**src/rtl/csr_pkg.sv**
```systemverilog
// Shared definitions for the machine-mode trap sequencer: CSR addresses,
// mcause codes, the sequencer state type and the mip bit layout.
package csr_pkg;

  localparam logic [11:0] CSR_MTVEC  = 12'h305;
  localparam logic [11:0] CSR_MEPC   = 12'h341;
  localparam logic [11:0] CSR_MCAUSE = 12'h342;
  localparam logic [11:0] CSR_MIE    = 12'h304;
  localparam logic [11:0] CSR_MIP    = 12'h344;

  localparam logic [3:0] CODE_MEI     = 4'd11;
  localparam logic [3:0] CODE_MSI     = 4'd3;
  localparam logic [3:0] CODE_MTI     = 4'd7;
  localparam logic [3:0] CODE_ILLEGAL = 4'd2;
  localparam logic [3:0] CODE_ECALL_M = 4'd11;

  // Only MEIE/MTIE/MSIE exist in mie; everything else reads as zero.
  localparam logic [31:0] MIE_WARL_MASK = 32'h0000_0888;

  typedef enum logic [1:0] {
    ST_IDLE   = 2'd0,
    ST_ENTRY  = 2'd1,
    ST_EXIT   = 2'd2,
    ST_SETTLE = 2'd3
  } trap_state_e;

  function automatic logic [31:0] build_mip(input logic ext, input logic tmr, input logic sw);
    return {20'b0, ext, 3'b0, tmr, 3'b0, sw, 3'b0};
  endfunction

endpackage

```
**src/rtl/irq_prio.sv**
```systemverilog
// Fixed-priority encoder for the enabled machine interrupts.
// External beats software, software beats timer.
module irq_prio
  import csr_pkg::*;
(
  input  logic       i_mei,
  input  logic       i_msi,
  input  logic       i_mti,
  output logic       o_valid,
  output logic [3:0] o_code
);

  always_comb begin
    o_valid = 1'b1;
    o_code  = 4'd0;
    if (i_mei) begin
      o_code = CODE_MEI;
    end else if (i_msi) begin
      o_code = CODE_MSI;
    end else if (i_mti) begin
      o_code = CODE_MTI;
    end else begin
      o_valid = 1'b0;
    end
  end

endmodule

```
**src/rtl/trap_ctrl.sv**
```systemverilog
// Machine-mode trap/interrupt sequencer: owns mtvec/mepc/mcause/mie, exposes mip,
// pulses the mstatus MIE stack and redirects fetch on trap entry and MRET.
module trap_ctrl
  import csr_pkg::*;
#(
  parameter logic [31:0] MTVEC_RESET = 32'h0000_0000
)
(
  input  logic        clock,
  input  logic        rst_n_in,
  input  logic        mie_in,
  input  logic [11:0] csr_addr_in,
  input  logic        wr_en_in,
  input  logic [31:0] csr_data_in,
  input  logic        ext_irq_in,
  input  logic        sw_irq_in,
  input  logic        timer_irq_in,
  input  logic        exc_valid_in,
  input  logic [3:0]  exc_cause_in,
  input  logic        mret_in,
  input  logic [31:0] pc_in,
  output logic        mie_clear_out,
  output logic        mie_set_out,
  output logic        redirect_out,
  output logic [31:0] target_pc_out,
  output logic [31:0] csr_rd_data_out,
  output logic        busy_out
);

  trap_state_e r_state;
  trap_state_e w_state_next;

  logic [31:0] r_mtvec;
  logic [31:0] r_mepc;
  logic [31:0] r_mcause;
  logic [31:0] r_mie;
  logic [31:0] r_target;

  logic [31:0] w_mip;
  logic [31:0] w_base;
  logic [31:0] w_trap_target;
  logic [31:0] w_trap_cause;
  logic        w_irq_valid;
  logic [3:0]  w_irq_code;
  logic        w_irq;
  logic        w_idle;
  logic        w_take_exc;
  logic        w_take_irq;
  logic        w_take_trap;
  logic        w_take_mret;

  assign w_mip = build_mip(ext_irq_in, timer_irq_in, sw_irq_in);

  irq_prio u_irq_prio (
    .i_mei   (ext_irq_in   & r_mie[11]),
    .i_msi   (sw_irq_in    & r_mie[3]),
    .i_mti   (timer_irq_in & r_mie[7]),
    .o_valid (w_irq_valid),
    .o_code  (w_irq_code)
  );

  assign w_irq  = mie_in & w_irq_valid;
  assign w_idle = (r_state == ST_IDLE);

  // Exceptions ignore mie_in and outrank interrupts; MRET only wins when nothing else is pending.
  assign w_take_exc  = w_idle & exc_valid_in;
  assign w_take_irq  = w_idle & ~exc_valid_in & w_irq;
  assign w_take_trap = w_take_exc | w_take_irq;
  assign w_take_mret = w_idle & mret_in & ~exc_valid_in & ~w_irq;

  assign w_base        = {r_mtvec[31:2], 2'b00};
  assign w_trap_target = (r_mtvec[0] && w_take_irq)
                         ? (w_base + {26'b0, w_irq_code, 2'b00})
                         : w_base;
  assign w_trap_cause  = w_take_exc ? {28'b0, exc_cause_in}
                                    : {1'b1, 27'b0, w_irq_code};

  always_ff @(posedge clock or negedge rst_n_in) begin
    if (!rst_n_in) begin
      r_state <= ST_IDLE;
    end else begin
      r_state <= w_state_next;
    end
  end

  always_comb begin
    w_state_next  = r_state;
    mie_clear_out = 1'b0;
    mie_set_out   = 1'b0;
    redirect_out  = 1'b0;
    busy_out      = 1'b0;
    case (r_state)
      ST_IDLE: begin
        if (w_take_trap) begin
          w_state_next = ST_ENTRY;
        end else if (w_take_mret) begin
          w_state_next = ST_EXIT;
        end
      end
      ST_ENTRY: begin
        mie_clear_out = 1'b1;
        redirect_out  = 1'b1;
        busy_out      = 1'b1;
        w_state_next  = ST_SETTLE;
      end
      ST_EXIT: begin
        mie_set_out  = 1'b1;
        redirect_out = 1'b1;
        busy_out     = 1'b1;
        w_state_next = ST_SETTLE;
      end
      // One quiet cycle so the core's updated mstatus.MIE is seen before new events.
      ST_SETTLE: begin
        busy_out     = 1'b1;
        w_state_next = ST_IDLE;
      end
      default: begin
        w_state_next = ST_IDLE;
      end
    endcase
  end

  // Trap capture is placed after the CSR write so it overrides mepc/mcause on the same edge.
  always_ff @(posedge clock or negedge rst_n_in) begin
    if (!rst_n_in) begin
      r_mtvec  <= {MTVEC_RESET[31:2], 1'b0, MTVEC_RESET[0]};
      r_mepc   <= 32'h0;
      r_mcause <= 32'h0;
      r_mie    <= 32'h0;
      r_target <= 32'h0;
    end else begin
      if (wr_en_in) begin
        case (csr_addr_in)
          CSR_MTVEC:  r_mtvec  <= {csr_data_in[31:2], 1'b0, csr_data_in[0]};
          CSR_MEPC:   r_mepc   <= {csr_data_in[31:2], 2'b00};
          CSR_MCAUSE: r_mcause <= csr_data_in;
          CSR_MIE:    r_mie    <= csr_data_in & MIE_WARL_MASK;
          default: ;
        endcase
      end
      if (w_take_trap) begin
        r_mepc   <= {pc_in[31:2], 2'b00};
        r_mcause <= w_trap_cause;
        r_target <= w_trap_target;
      end else if (w_take_mret) begin
        r_target <= r_mepc;
      end
    end
  end

  assign target_pc_out = r_target;

  always_comb begin
    csr_rd_data_out = 32'h0;
    case (csr_addr_in)
      CSR_MTVEC:  csr_rd_data_out = r_mtvec;
      CSR_MEPC:   csr_rd_data_out = r_mepc;
      CSR_MCAUSE: csr_rd_data_out = r_mcause;
      CSR_MIE:    csr_rd_data_out = r_mie;
      CSR_MIP:    csr_rd_data_out = w_mip;
      default:    csr_rd_data_out = 32'h0;
    endcase
  end

endmodule

```
**config.mk**
```make
export PLATFORM = sky130hd
export DESIGN_NAME = trap_ctrl
export DESIGN_NICKNAME = d
export VERILOG_FILES = /design/src/rtl/csr_pkg.sv /design/src/rtl/irq_prio.sv /design/src/rtl/trap_ctrl.sv
export SDC_FILE = /design/constraint.sdc
export NUM_CORES = 1
export LEC_CHECK = 0
export CORE_MARGIN = 2
export CORE_UTILIZATION = 35
export CTS_CLUSTER_DIAMETER = 30
export CTS_CLUSTER_SIZE = 20
export DETAILED_ROUTE_END_ITERATION = 16
export PLACE_DENSITY = 0.67
export SLEW_MARGIN = 25
export SYNTH_ARGS = -nofsm -noshare
export SYNTH_HDL_FRONTEND = slang
export SYNTH_SLANG_ARGS = --single-unit
```
**constraint.sdc**
```tcl
create_clock -name clock -period 4.7 [get_ports clock]
set_clock_uncertainty 0.2 [all_clocks]
set_input_delay 1.41 -clock clock [delete_from_list [all_inputs] [get_ports clock]]
set_output_delay 1.41 -clock clock [all_outputs]
set_load 0.01 [all_outputs]
```
==> run_results.csv, run 1 <==
group,metric,value,unit
outcome,status,"complete, no violations",
power_and_ir_drop,vdd_drop_max,0.285,mV
clocking,cts_tree,"built",
logic_synthesis,synth_top_cell_by_area,"sky130_fd_sc_hd__dfrtp_1",
finish,ff_latch_area,3200,sq um
floorplanning,number_of_standard_cell_rows_in_the_floorplan,50,
routing,drt-total-wl,22300,um
routing,routed_wire_length_per_instance,20.6,um
logic_synthesis,post_synthesis_sequential_area_ratio,48.3,%
logic_synthesis,post-synth-top-area-fraction,48.3,%
sta,min_setup_slack_post_route,0.0291,ns
global_route,antenna_found_initial,0,
global_route,grt_use_total,22.7,%
clocking,clock_latency_on_the_worst_skew_pair,0.42,ns
setup_path,number_of_cells_on_the_worst_reg_to_reg_path,12,
routing,num_vias,6029,
sta,rsz_0062_raised_after_global_routing,"yes",
finish,flow.area_growth_from_synthesis,41.6,%
power_and_ir_drop,sequentialPowerShare,38.9,%
sta,final_max_slew_viols,0,
finish,fillers,1711,
sta,report.final.hold_viol_count,0,
place,globalplace.congestion,0.796,
place,port_buffers,152,
routing,post_route_antenna_net_violation_count,0,
power_and_ir_drop,sw_frac_of_total,31.0,%
place,place_worst_setup_slack,-0.667,ns
logic_synthesis,post-synth-top-count-cell,"sky130_fd_sc_hd__dfrtp_1",
power_and_ir_drop,clock_power_share,33.7,%
power_and_ir_drop,power_per_cell_area,427,nW/um^2
logic_synthesis,netlist_area,6630,sq um
clocking,cts_hold_repair.buffers,0,
clocking,numCtsBuffers,17,
min_path,holdCritStartpoint,"r_mcause[1]",
clocking,clockBufferDepth,2,
finish,combined_area_of_the_multi_input_logic_cells,3200,sq um
flow_run,max_cap_viol_count,0,
clocking,cts.root.buffer_cell,"sky130_fd_sc_hd__clkbuf_16",
finish,final_core_util,50.4,%
finish,diodes,0,
power_and_ir_drop,combinationalPowerShare,27.4,%
setup_path,worst_ep_arrival_time,3.06,ns
sta,post-route-period-util,99.4,%
setup_path,cp_max_fo,8,
logic_synthesis,netlist_top_cells_area,"sky130_fd_sc_hd__dfrtp_1, sky130_fd_sc_hd__mux2_2, sky130_fd_sc_hd__nand2_1, sky130_fd_sc_hd__mux2i_1, sky130_fd_sc_hd__o21ai_0",
routing,drcViolationCount,0,
routing,first_pass_iters,5,
global_route,grt_first_pass_wirelength,34500,um
sta,period_minus_slack,4.67,ns
setup_path,setup.worst_path.class,"in -> out",
global_route,grt_start_max_net_pins,66,
logic_synthesis,postSynth.topFlopCell,"sky130_fd_sc_hd__dfrtp_1",
setup_path,data_required_time_at_the_worst_endpoint,3.09,ns
routing,vias_per_cell,5.57,
sta,final_total_negative_setup_slack,0,ns
setup_path,critical_path.endpoint_type,"output port",
logic_synthesis,yosysWarningCount,0,
logic_synthesis,synth.top_cells.by_count,"sky130_fd_sc_hd__dfrtp_1, sky130_fd_sc_hd__nand2_1, sky130_fd_sc_hd__o21ai_0",
place,post-dp-hpwl,14400,um
floorplanning,floorplan.die_area,20100,sq um
power_and_ir_drop,total_switching_power,0.00124,W
logic_synthesis,synth-edff-count,0,
sta,final-setup-viol-count,0,
power_and_ir_drop,leakagePower,4.44,nW
min_path,worst_hold_path.num_cells,2,
setup_path,regToRegStartpoint,"r_mie[3]",
sta,max-slew-margin-rel,40.5,%
floorplanning,die_x,142,um
floorplanning,die_y,142,um
logic_synthesis,syn_avg_cell_area,10.2,sq um
logic_synthesis,async_reset_ff_share,100,%
global_route,first_global_vias,6104,
min_path,worstHoldEndpoint,"r_mcause[1]",
min_path,holdCritPathClass,"reg -> reg",
clocking,cts-htree-levels,4,
setup_path,r2r_setup_slack,1.65,ns
clocking,clock_pin_transition_on_the_worst_setup_and_hold_timing_paths,0.06,ns
floorplanning,pin_count,157,
power_and_ir_drop,overall_power,0.00401,W
sta,worst-slew-pin-transition,0.893,ns
global_route,grt_overflow_total,0,
setup_path,rr_endpoint,"target_pc_out[12]",
logic_synthesis,post_synth_inst_count,650,
setup_path,worstSetupStartpointType,"primary input",
logic_synthesis,synth_seq_cells,128,
floorplanning,core_area,18600,sq um
power_and_ir_drop,internal-power,0.00277,W
routing,dr.first_iter.drc_count,577,
finish,nNetsFinal,935,
floorplanning,initial_util,35.6,%
logic_synthesis,ys_types,50,
finish,drive_gt1_share,20.5,%
sta,max_freq,0.214,GHz
clocking,numClockSinks,128,
## placed cells by master (no fill, tap or decap), types with 3 or more instances in the layout
| cell type | instances |
|---|---|
| sky130_fd_sc_hd__buf_12 | 7 |
| sky130_fd_sc_hd__a21oi_1 | 18 |
| sky130_fd_sc_hd__ha_1 | 7 |
| sky130_fd_sc_hd__inv_1 | 25 |
| sky130_fd_sc_hd__nand2_1 | 95 |
| sky130_fd_sc_hd__xnor2_1 | 15 |
| sky130_fd_sc_hd__buf_4 | 38 |
| sky130_fd_sc_hd__buf_6 | 14 |
| sky130_fd_sc_hd__clkbuf_8 | 7 |
| sky130_fd_sc_hd__o22ai_1 | 7 |
| sky130_fd_sc_hd__mux2_2 | 37 |
| sky130_fd_sc_hd__a22oi_1 | 33 |
| sky130_fd_sc_hd__xor2_1 | 10 |
| sky130_fd_sc_hd__dfrtp_1 | 128 |
| sky130_fd_sc_hd__o21ai_0 | 60 |
| sky130_fd_sc_hd__clkbuf_16 | 18 |
| sky130_fd_sc_hd__and3_1 | 8 |
| sky130_fd_sc_hd__nor2_1 | 14 |
| sky130_fd_sc_hd__clkdlybuf4s50_1 | 107 |
| sky130_fd_sc_hd__mux2i_1 | 33 |
| sky130_fd_sc_hd__clkdlybuf4s15_1 | 4 |
| sky130_fd_sc_hd__nand3b_1 | 4 |
| sky130_fd_sc_hd__buf_2 | 27 |
| sky130_fd_sc_hd__a222oi_1 | 16 |
| sky130_fd_sc_hd__nor3_1 | 11 |
| sky130_fd_sc_hd__dlygate4sd2_1 | 5 |
| sky130_fd_sc_hd__o21ai_1 | 8 |
| sky130_fd_sc_hd__nand4_1 | 3 |
| sky130_fd_sc_hd__a22o_1 | 31 |
| sky130_fd_sc_hd__nand3_1 | 9 |
| sky130_fd_sc_hd__buf_16 | 3 |
## worst max-delay path by stage
stage / startpoint / end / slack [ns] / cells past startpoint
3_5_place_dp: csr_addr_in[8] / csr_rd_data_out[6] / -0.67 / 9
5_1_grt: csr_addr_in[5] / csr_rd_data_out[30] / -0.06 / 11
4_1_cts: csr_addr_in[11] / csr_rd_data_out[20] / 0.004 / 11
3_3_place_gp: csr_addr_in[8] / csr_rd_data_out[23] / -0.66 / 9
2_1_floorplan: csr_addr_in[11] / csr_rd_data_out[10] / 0.17 / 8
6_report: csr_addr_in[5] / csr_rd_data_out[5] / 0.03 / 11
## critical path, cell delays in order
cell,delay [ns]
sky130_fd_sc_hd__clkdlybuf4s15_1,0.18
sky130_fd_sc_hd__nor3_2,0.20
sky130_fd_sc_hd__buf_4,0.13
sky130_fd_sc_hd__buf_4,0.11
sky130_fd_sc_hd__nand2_4,0.07
sky130_fd_sc_hd__nor4_4,0.31
sky130_fd_sc_hd__buf_6,0.18
sky130_fd_sc_hd__clkbuf_16,0.17
sky130_fd_sc_hd__a22oi_1,0.07
sky130_fd_sc_hd__nand2_1,0.09
sky130_fd_sc_hd__buf_2,0.13
## through the flow
stage	instance area, sq um	hold WS, ns	instances
after floorplan	6640	0.241	651
after global placement	8650	0.257	1037
after detailed placement	8650	0.264	1037
after CTS	9410	0.277	1081
after global routing	9390	0.309	1083
final	9390	0.267	1083
## metal layers
layer | vias up | GRT usage (%) | part of all wire [%]
met3 | 29 | 5.43 | 7.8
met1 | 2980 | 30.5 | 43
li1 | 2750 | - | -
met4 | 0 | 7.84 | 1.7
met5 | - | 0 | 0
met2 | 270 | 36.0 | 48
## power by group through the flow
stage / clock, W / combinational, W / sequential [W]
6_report: 0.00135 / 0.00110 / 0.00156
5_1_grt: 0.00142 / 0.00121 / 0.00159
4_1_cts: 0.00138 / 0.00111 / 0.00156
3_5_place_dp: 0 / 0.00110 / 0.00157
3_3_place_gp: 0 / 0.00107 / 0.00157
2_1_floorplan: 0 / 0.000539 / 0.00155
## flip-flops by register name, summed over array words and instances, names as in the netlist
signal / flops
r_mepc: 30
r_mtvec: 31
r_state: 2
target_pc_out: 30
r_mie: 3
r_mcause: 32
## final cells by class
class                      instances  share of cell area [%]
tap                              234                    3.12
multi-input combinational        458                    34.1
clock buffer                      26                    5.63
clock inverter                     4                   0.773
timing repair buffer             208                    21.3
sequential                       128                    34.1
inverter                          25                   0.999
## cell families after synthesis
kind of cell | share of synthesized area [%]
buf+inv | 4.60
fa+ha+maj | 1.62
mux | 11.3
xor+xnor | 3.30
flops | 48.3
compound gates | 19.8
simple gates | 11.1
other cells | 0.0565
## repair_timing
item                       4_1_cts  5_1_grt
pin swaps                       21       15
buffers inserted                11        4
setup endpoints to repair       32       30
gates cloned                     4        1
resized for setup              156       24
No activity file was read; power rests on OpenSTA's default activity.
==> run 2: changes to the inputs <==
--- a/config.mk
+++ b/config.mk
@@ -11,6 +11,7 @@
 export CTS_CLUSTER_SIZE = 20
 export DETAILED_ROUTE_END_ITERATION = 16
 export PLACE_DENSITY = 0.67
+export SKIP_LAST_GASP = 1
 export SLEW_MARGIN = 25
 export SYNTH_ARGS = -nofsm -noshare
 export SYNTH_HDL_FRONTEND = slang
==> results of run 2 <==
Same layout as run 1: the final DEF is identical, and so are final timing and power.
==> run 3: changes to the inputs <==
--- a/config.mk
+++ b/config.mk
@@ -11,6 +11,7 @@
 export CTS_CLUSTER_SIZE = 20
 export DETAILED_ROUTE_END_ITERATION = 16
 export PLACE_DENSITY = 0.67
+export SETUP_SLACK_MARGIN = 0.2
 export SKIP_LAST_GASP = 1
 export SLEW_MARGIN = 25
 export SYNTH_ARGS = -nofsm -noshare
==> run_results.csv, run 3 (synthesis gave the netlist of run 1 again) <==
group,metric,value,unit
power_and_ir_drop,total_switching_power,0.00127,W
routing,drcViolationCount,0,
min_path,holdCritPathClass,"reg -> reg",
setup_path,worst_setup_path_startpoint,"csr_addr_in[9]",
place,port_buffers,152,
setup_path,worst_ep_arrival_time,3.04,ns
sta,report.final.hold_viol_count,0,
power_and_ir_drop,sw_frac_of_total,31.0,%
setup_path,number_of_cells_on_the_worst_reg_to_reg_path,10,
setup_path,critical_path.endpoint_type,"output port",
flow_run,max_cap_viol_count,0,
global_route,groute.layer.met2.usage,35.7,%
routing,num_vias,5935,
setup_path,critPathMostFrequentCell,"sky130_fd_sc_hd__buf_2",
power_and_ir_drop,sequentialPowerShare,38.4,%
floorplanning,core_area,18600,sq um
setup_path,critical-path-max-stage-delay,0.49,ns
clocking,cts_tree,"built",
clocking,numClockSinks,128,
min_path,holdCritStartpoint,"r_mcause[1]",
clocking,numCtsBuffers,17,
finish,layout_common_cells,"sky130_fd_sc_hd__dfrtp_1, sky130_fd_sc_hd__clkdlybuf4s50_1, sky130_fd_sc_hd__nand2_1",
sta,final-setup-viol-count,0,
global_route,antenna_found_initial,1,
setup_path,crit_path_cell_trace,"buf_2 -> nor4bb_4 -> nand3b_1 -> nor2_2 -> and4b_2 -> buf_12 -> a222oi_1 -> inv_1 -> buf_2",
sta,max_freq,0.215,GHz
finish,largest_reg_flops,32,
finish,flow.area_growth_from_synthesis,42.2,%
setup_path,cp.depth,9,
min_path,worst_hold_path.num_cells,2,
floorplanning,die_y,142,um
clocking,clock_latency_on_the_worst_skew_pair,0.42,ns
min_path,worstHoldEndpoint,"r_mcause[1]",
routing,dr.first_iter.drc_count,524,
finish,drive_gt1_share,22.3,%
place,globalplace.congestion,0.791,
floorplanning,die_x,142,um
global_route,grt.busiest_layer,"met2",
power_and_ir_drop,clock_power_share,35.2,%
global_route,global_route.usage.met1,31.1,%
global_route,grt_overflow_total,0,
global_route,grt_start_max_net_pins,101,
sta,worst-slew-pin-transition,0.624,ns
sta,hold-worst-slack,0.269,ns
routing,first_pass_iters,7,
sta,final_max_slew_viols,0,
power_and_ir_drop,power_per_cell_area,434,nW/um^2
setup_path,worstSetupStartpointType,"primary input",
routing,vias_per_cell,5.50,
setup_path,rr_endpoint,"target_pc_out[15]",
sta,max-slew-margin-rel,58.4,%
setup_path,cp_max_fo,8,
setup_path,slowest_stage_cell_cp,"sky130_fd_sc_hd__a222oi_1",
clocking,cts_hold_repair.buffers,0,
outcome,status,"complete, no violations",
power_and_ir_drop,internal-power,0.00282,W
setup_path,setup.worst_path.class,"in -> out",
floorplanning,pin_count,157,
clocking,cts-htree-levels,4,
setup_path,worstPathBufferInverterCount,4,
setup_path,r2r_setup_slack,1.77,ns
power_and_ir_drop,combinationalPowerShare,26.4,%
finish,nNetsFinal,930,
sta,rsz_0062_raised_after_global_routing,"yes",
power_and_ir_drop,vdd_drop_max,0.306,mV
power_and_ir_drop,leakagePower,4.41,nW
clocking,clock_pin_transition_on_the_worst_setup_and_hold_timing_paths,0.06,ns
routing,drt-total-wl,22400,um
setup_path,data_required_time_at_the_worst_endpoint,3.09,ns
finish,fillers,1748,
global_route,grt_first_pass_wirelength,34100,um
setup_path,critPathTopFamily,"simple AND/OR/NAND/NOR gates",
finish,diodes,0,
global_route,grtUsageMet3,6.04,%
routing,post_route_antenna_net_violation_count,0,
routing,routed_wire_length_per_instance,20.7,um
clocking,cts.root.buffer_cell,"sky130_fd_sc_hd__clkbuf_16",
finish,mostFrequentLayoutCell,"sky130_fd_sc_hd__dfrtp_1",
floorplanning,initial_util,35.6,%
clocking,clockBufferDepth,2,
finish,top_register,"r_mcause",
floorplanning,floorplan.die_area,20100,sq um
sta,period_minus_slack,4.65,ns
global_route,grt_use_total,22.7,%
finish,top_regs,"r_mcause: 32 flops, r_mtvec: 31 flops",
sta,final_total_negative_setup_slack,0,ns
global_route,first_global_vias,5906,
setup_path,regToRegStartpoint,"r_mie[3]",
floorplanning,number_of_standard_cell_rows_in_the_floorplan,50,
place,post-dp-hpwl,14200,um
sta,post-route-period-util,98.9,%
[run 3: changes by cell type in the layout (fill, tap and decap cells not counted), sizes merged]
cell / delta
bufinv: +2
dlygate4sd2: -1
inv: +2
clkdlybuf4s15: -3
buf: -2
clkbuf: -4
clkinv: +1
clkinvlp: +2
[run 3: worst max-delay path by stage]
stage               slack [ns]             endpoint
finish                    0.05  csr_rd_data_out[23]
floorplan                 0.25  csr_rd_data_out[11]
CTS                        0.1  csr_rd_data_out[23]
global placement         -0.65  csr_rd_data_out[23]
detailed placement       -0.64  csr_rd_data_out[23]
global route             -0.04  csr_rd_data_out[19]
[run 3: final cells by class]
class	count	area, sq um	area share [%]
multi-input combinational	458	3270	34.6
sequential	128	3200	34.0
timing repair buffer	203	1930	20.5
clock buffer	21	470	4.99
tap	234	293	3.10
clock inverter	11	178	1.88
inverter	25	93.8	0.995
[run 3: per-stage QoR]
stage | std cells | total power [W] | area (sq um) | setup WS (ns) | utilization (%)
after floorplan | 651 | 0.00209 | 6640 | 0.246 | -
after global placement | 1037 | 0.00264 | 8640 | -0.653 | 46.3
after detailed placement | 1037 | 0.00266 | 8640 | -0.641 | 46.3
after CTS | 1080 | 0.00413 | 9430 | 0.0985 | 50.6
after global routing | 1080 | 0.00431 | 9430 | -0.0420 | 50.6
final | 1080 | 0.00409 | 9430 | 0.0533 | 50.6
[run 3: power by group through the flow]
| stage | combinational (W) | sequential [W] | clock [W] |
|---|---|---|---|
| floorplan | 0.000539 | 0.00155 | 0 |
| finish | 0.00108 | 0.00157 | 0.00144 |
| detailed placement | 0.00109 | 0.00157 | 0 |
| global placement | 0.00107 | 0.00157 | 0 |
| CTS | 0.00110 | 0.00157 | 0.00146 |
| global route | 0.00119 | 0.00160 | 0.00151 |
[run 3: timing repair]
| item | CTS | global route |
|---|---|---|
| setup endpoints to repair | 32 | 32 |
| resized for setup | 183 | 8 |
| pin swaps | 50 | 14 |
| cloned | 4 | 0 |
| buffers inserted | 7 | 0 |
[run 3: tightest hold or removal path, cell delays in order, from the launching register on]
cell                      delay (ns)
sky130_fd_sc_hd__dfrtp_1        0.33
sky130_fd_sc_hd__nand2_1        0.04
sky130_fd_sc_hd__o21ai_0        0.06
[run 3: per-layer routing]
layer	vias to the layer above	part of all wire [%]	wire length, um
li1	2746	-	-
met1	2921	44	9850
met2	254	47	10600
met3	14	7.4	1660
met4	0	1.2	265
met5	-	0	0
